[src/rtl/matrix_scoreboard.sv]
// Matrix register scoreboard: tracks pending writes to matrix registers and
// gates dispatch of scalar, matrix LD/ST and GEMM instructions on hazards.
module matrix_scoreboard #(
    parameter int unsigned NUM_MREGS  = 16,
    parameter int unsigned LDST_DEPTH = 2
) (
    input  logic                 CLK,
    input  logic                 nRST,
    input  logic                 disp_valid,
    output logic                 disp_ready,
    input  logic [1:0]           fu_t,
    input  logic [1:0]           m_mem_type,
    input  logic                 m_reg_write,
    input  logic [3:0]           matrix_rd,
    input  logic [3:0]           gemm_rs1,
    input  logic [3:0]           gemm_rs2,
    input  logic [3:0]           gemm_rs3,
    input  logic [3:0]           gemm_rd,
    output logic                 s_issue,
    output logic                 ldst_issue,
    output logic                 gemm_issue,
    input  logic                 ldst_done,
    input  logic [3:0]           ldst_done_rd,
    input  logic                 ldst_done_wr,
    input  logic                 gemm_done,
    input  logic                 flush,
    output logic [NUM_MREGS-1:0] busy_mask,
    output logic [1:0]           ldst_cnt,
    output logic [1:0]           state
);

    localparam int unsigned IDX_W = 4;
    localparam int unsigned CNT_W = 2;

    localparam logic [1:0] FU_S_T   = 2'd0;
    localparam logic [1:0] FU_M_T   = 2'd1;
    localparam logic [1:0] FU_G_T   = 2'd2;
    localparam logic [1:0] M_LOAD   = 2'd1;
    localparam logic [1:0] M_STORE  = 2'd2;

    typedef enum logic [1:0] {
        ST_RUN   = 2'd0,
        ST_DRAIN = 2'd1
    } state_e;

    state_e               r_state;
    state_e               w_state_nxt;
    logic [NUM_MREGS-1:0] r_busy;
    logic [NUM_MREGS-1:0] w_busy_nxt;
    logic [NUM_MREGS-1:0] w_set;
    logic [NUM_MREGS-1:0] w_clr;
    logic [CNT_W-1:0]     r_ldst_cnt;
    logic [CNT_W-1:0]     w_ldst_cnt_nxt;
    logic                 r_gemm_busy;
    logic [IDX_W-1:0]     r_gemm_rd;

    logic                 w_ready;
    logic                 w_issue;
    logic                 w_ld_issue;
    logic                 w_ldst_room;
    logic                 w_done_ok;
    logic                 w_gdone_ok;
    logic                 w_drained;

    // Completions are only honoured when something is actually outstanding
    assign w_done_ok  = ldst_done && (r_ldst_cnt != '0);
    assign w_gdone_ok = gemm_done && r_gemm_busy;
    assign w_drained  = (r_ldst_cnt == '0) && !r_gemm_busy && (r_busy == '0);

    // A same-cycle completion frees a LD/ST slot for this cycle's dispatch
    assign w_ldst_room = (r_ldst_cnt < CNT_W'(LDST_DEPTH)) || w_done_ok;

    // Dispatch readiness from registered busy state only (no done bypass)
    always_comb begin
        w_ready = 1'b0;
        if (nRST && (r_state == ST_RUN)) begin
            case (fu_t)
                FU_S_T: w_ready = 1'b1;
                FU_M_T: begin
                    if ((m_mem_type == M_LOAD) || (m_mem_type == M_STORE)) begin
                        w_ready = w_ldst_room && !r_busy[matrix_rd];
                    end
                end
                FU_G_T: begin
                    w_ready = !r_gemm_busy
                              && !r_busy[gemm_rs1] && !r_busy[gemm_rs2]
                              && !r_busy[gemm_rs3] && !r_busy[gemm_rd];
                end
                default: w_ready = 1'b0;
            endcase
        end
    end

    assign w_issue    = disp_valid && w_ready;
    assign disp_ready = w_ready;
    assign s_issue    = w_issue && (fu_t == FU_S_T);
    assign ldst_issue = w_issue && (fu_t == FU_M_T);
    assign gemm_issue = w_issue && (fu_t == FU_G_T);
    assign w_ld_issue = ldst_issue && (m_mem_type == M_LOAD);

    // Busy-bit set/clear vectors; set is applied after clear so it wins
    always_comb begin
        w_set = '0;
        w_clr = '0;
        if (w_ld_issue && m_reg_write) w_set[matrix_rd] = 1'b1;
        if (gemm_issue)                w_set[gemm_rd]   = 1'b1;
        if (w_done_ok && ldst_done_wr) w_clr[ldst_done_rd] = 1'b1;
        if (w_gdone_ok)                w_clr[r_gemm_rd] = 1'b1;
        w_busy_nxt = (r_busy & ~w_clr) | w_set;
    end

    // Outstanding LD/ST count: issue and done in one cycle cancel out
    always_comb begin
        w_ldst_cnt_nxt = r_ldst_cnt;
        case ({ldst_issue, w_done_ok})
            2'b10:   w_ldst_cnt_nxt = r_ldst_cnt + CNT_W'(1);
            2'b01:   w_ldst_cnt_nxt = r_ldst_cnt - CNT_W'(1);
            default: w_ldst_cnt_nxt = r_ldst_cnt;
        endcase
    end

    // Next-state logic: flush drains, return to RUN once fully idle
    always_comb begin
        w_state_nxt = r_state;
        case (r_state)
            ST_RUN:   if (flush)     w_state_nxt = ST_DRAIN;
            ST_DRAIN: if (w_drained) w_state_nxt = ST_RUN;
            default:                 w_state_nxt = ST_RUN;
        endcase
    end

    // State register
    always_ff @(posedge CLK or negedge nRST) begin
        if (!nRST) r_state <= ST_RUN;
        else       r_state <= w_state_nxt;
    end

    // Scoreboard registers
    always_ff @(posedge CLK or negedge nRST) begin
        if (!nRST) begin
            r_busy      <= '0;
            r_ldst_cnt  <= '0;
            r_gemm_busy <= 1'b0;
            r_gemm_rd   <= '0;
        end else begin
            r_busy     <= w_busy_nxt;
            r_ldst_cnt <= w_ldst_cnt_nxt;
            if (gemm_issue) begin
                r_gemm_busy <= 1'b1;
                r_gemm_rd   <= gemm_rd;
            end else if (w_gdone_ok) begin
                r_gemm_busy <= 1'b0;
            end
        end
    end

    assign busy_mask = r_busy;
    assign ldst_cnt  = r_ldst_cnt;
    assign state     = r_state;

endmodule

[config.mk]
export PLATFORM = sky130hd
export DESIGN_NAME = matrix_scoreboard
export DESIGN_NICKNAME = d
export VERILOG_FILES = /design/src/rtl/matrix_scoreboard.sv
export SDC_FILE = /design/constraint.sdc
export NUM_CORES = 1
export LEC_CHECK = 0
export ABC_AREA = 1
export BUFFER_PORTS_ARGS = -buffer_cell sky130_fd_sc_hd__clkbuf_2
export CAP_MARGIN = 20
export CORE_MARGIN = 3
export CORE_UTILIZATION = 40
export CTS_BUF_LIST = sky130_fd_sc_hd__clkbuf_2 sky130_fd_sc_hd__clkbuf_4 sky130_fd_sc_hd__clkbuf_8
export CTS_CLUSTER_DIAMETER = 200
export CTS_CLUSTER_SIZE = 25
export DETAILED_ROUTE_END_ITERATION = 12
export HOLD_SLACK_MARGIN = 0.12
export PLACE_DENSITY = 0.66
export SYNTH_ARGS = -nofsm -noshare
export SYNTH_HDL_FRONTEND = slang
export SYNTH_SLANG_ARGS = --single-unit
[constraint.sdc]
create_clock -name CLK -period 2.4 [get_ports CLK]
set_input_delay 0.24 -clock CLK [delete_from_list [all_inputs] [get_ports CLK]]
set_output_delay 0.24 -clock CLK [all_outputs]
set_load 0.03 [all_outputs]
==> out/summary.txt <==
Max FO, Critical Path: 8
root buf cell: clkbuf_8
first-pass GRT wire length: 14500 um
Setup CP Type: flip-flop to output port
clock slew at reported path FFs: 0.09 ns
post-synthesis net count: 471
Post-Synth Adder-Cell Area: 1.02%
filler cell count: 621
CTS Buffer Depth: 2
die area: 7130 um^2
Yosys warning total: 0
clock skew: 0.0128 ns
Skew-Pair Late Insertion Delay: 0.28 ns
DIE HEIGHT: 84.4 um
port bufs: 58
Worst R2R Setup Slack: 0.12 ns
routability cong.: 1.02
Post-Syn Area: 2460 um^2
n_diodes: 0
max cap viols: 0
clock sinks: 24
synth unique cells: 32
Routed WL: 9250 um
Placeable Area: 5740 um^2
slowest library cell on the worst path: dfrtp_2
Worst EP arrival: 2.06 ns
post-synthesis register bit count: 24
DRC: 0
RSZ-0062 raised after global routing: yes
share of layout cells above drive strength 1: 19.3%
post-synthesis compound-gate area fraction: 15.1%
worst min-delay path endpoint: r_gemm_busy
crit end category: output port
CTS tree: built
cell area after placement: 2930 um^2
row cnt: 27
peak supply drop: 453 uV
R2R depth: 16
WL per Instance: 15.9 um
Fmax achieved: 434 MHz
Num CTS Buffers: 3
H-tree depth: 1
Final Critical Period: 2.30 ns
relative slew slack: 62.2%
DP Wirelength: 7390 um
syn avg cell area: 5.68 um^2
Vias per Instance: 5.63
FF-to-FF Start: busy_mask[4]
Synth Area in Simple Gates: 45.4%
xor/xnor cell area share of the yosys netlist: 0.712%
largest family of logic cells by synthesized area: simple AND/OR/NAND/NOR gates
final worst-path cycle share: 96.0%
initial antenna violation count: 0
vias: 3263
cell count of the worst hold path: 2
Routed Antenna Nets: 0
Hold WC Path Type: input pin to flip-flop
startpoint class of the critical path: flip-flop
First-pass DRT Iterations: 6
Boundary Pins: 60
status: completed
DRT iter0 DRCs: 376
RR Endpoint: busy_mask[4]
mux contribution to synthesized area: 0%
Worst-Margin Slew: 0.561 ns
Area Overhead vs Synth: 23.9%
Final Hold Vio Count: 0
gr usage total: 25.3%
vias in the first global route: 2855
total gr overflow: 0
PD cells: 536 nW/um^2
worst-path cell chain: nand2_1 -> nand2_1 -> nand2_1 -> nand2_1 -> nand2_1 -> nand2_1 -> nor2_1 -> nand2_1 -> nor2_1 -> nand2_1 -> nand2_2 -> nand3_4 -> inv_2 -> nand2_1 -> inv_1 -> buf_6
Setup WS pre-CTS: 0.0279 ns
Worst path most repeated cell: nand2_1
hold wc startpoint: gemm_done
WP data required: 2.16 ns
Final setup viols: 0
Die X: 84.4 um
Seq/Total Area, Yosys: 24.4%
P_leak: 1.71 nW
final cell area excluding filler cells: 3050 um^2
max-slew violation count: 0
layout net count: 548
starting density of the core: 42.9%
largest net degree at the start of global routing: 25
CP peak stage delay: 0.50 ns
final worst slack: 0.0966 ns
Syn Inst Count: 433
-- state kept, by name, summed over array words and instances (netlist names) --
signal	cells
busy_mask	16
r_gemm_rd	4
ldst_cnt	2
r_gemm_busy	1
state	1
-- worst max path at each step --
stage / start / to / slack (ns) / cells after the start
finish: busy_mask[4] / s_issue / 0.1 / 16
detailed placement: gemm_rd[0] / ldst_cnt[1] / 0.03 / 17
global placement: gemm_rd[0] / ldst_cnt[1] / 0.05 / 17
global route: busy_mask[9] / s_issue / -0.1 / 14
floorplan: busy_mask[15] / ldst_cnt[1] / 0.23 / 14
CTS: busy_mask[8] / gemm_issue / 0.01 / 17
-- cells in the mapped netlist (all sizes together) --
master  number  share of area (%)
o32ai        2               0.71
inv         73                 11
a22oi        1               0.31
dfrtp       24                 24
a31oi        5                1.3
a311oi       1               0.36
o211ai       8                2.4
nor2        57                9.4
a41oi        1               0.36
conb         1               0.15
ha           2                1.0
xnor2        2               0.71
a211oi       1               0.31
nand2      127                 20
a21boi       1               0.31
nand3       67                 14
a221o        2               0.81
o21ai       18                3.7
nand4        2               0.51
nor4         3               0.76
a21oi       19                3.9
nand3b       1               0.31
nor3         5                1.0
a32oi        2               0.71
buf          8                2.1
-- routing by layer --
layer / wire (um) / vias up / global-route usage (%)
li1: - / 1559 / -
met1: 3850 / 1452 / 35.6
met2: 4020 / 221 / 38.8
met3: 1090 / 31 / 4.61
met4: 281 / 0 / 9.06
met5: 0 / - / 0
-- cell usage in the layout (no fill, tap or decap), types with 3 or more instances in the layout --
cell,synthesis,layout
nor3_1,5,5
nor4_1,3,3
nor2_1,54,54
dfrtp_1,24,23
inv_1,72,68
o211ai_1,8,8
a31oi_1,5,5
clkbuf_8,0,3
a21oi_1,19,19
nand2_2,2,5
o21ai_0,18,17
buf_4,2,19
clkbuf_2,0,55
nand3_1,66,66
inv_2,1,5
buf_6,1,5
nand2_1,125,121
-- kinds of logic after synthesis --
logic type,Yosys count
AOI/OAI and AO/OA,61
xor gates and xnor gates,2
adders and majority gates,2
buffers and inverters,81
DFF,24
other,1
and+or+nand+nor,262
-- worst max-delay path: cells and delay by family (launching register included) --
kind,cells,cell delay [ns]
and+or+nand+nor,13,1.03
buffers and inverters,3,0.28
DFF,1,0.50
-- repair_timing --
item / 4_1_cts / 5_1_grt
hold endpoints to repair: 24 / 0
buffers inserted: 0 / 2
endpoints found under the setup margin: 2 / 4
resized for setup: 2 / 24
hold buffers: 1 / 0
pin swaps: 0 / 7
-- where the power goes --
group          internal [W]  switching, W  total [W]  leakage, nW
sequential         0.000468     0.0000816   0.000550        0.307
clock              0.000113      0.000135   0.000248       0.0216
combinational      0.000292      0.000546   0.000838         1.38
-- final cells by class --
type / instances / area [um^2] / area share (%)
Clock buffer: 3 / 41.3 / 1.35
Inverter: 73 / 274 / 8.99
Multi-Input combinational cell: 328 / 1560 / 51.1
Sequential cell: 24 / 602 / 19.7
Tap cell: 72 / 90.1 / 2.95
Timing Repair Buffer: 80 / 484 / 15.9
-- metrics by stage --
| step | utilization, % | cells | power (W) | TNS (ns) | hold WS [ns] |
|---|---|---|---|---|---|
| after floorplan | - | 433 | 0.00103 | 0 | -0.0556 |
| after global placement | 51.1 | 574 | 0.00134 | 0 | 0.265 |
| after detailed placement | 51.1 | 574 | 0.00135 | 0 | 0.271 |
| after CTS | 52.0 | 578 | 0.00160 | 0 | 0.139 |
| after global routing | 53.1 | 580 | 0.00174 | -0.410 | 0.144 |
| final | 53.1 | 580 | 0.00164 | 0 | 0.143 |
No activity file was read; power rests on OpenSTA's default activity.
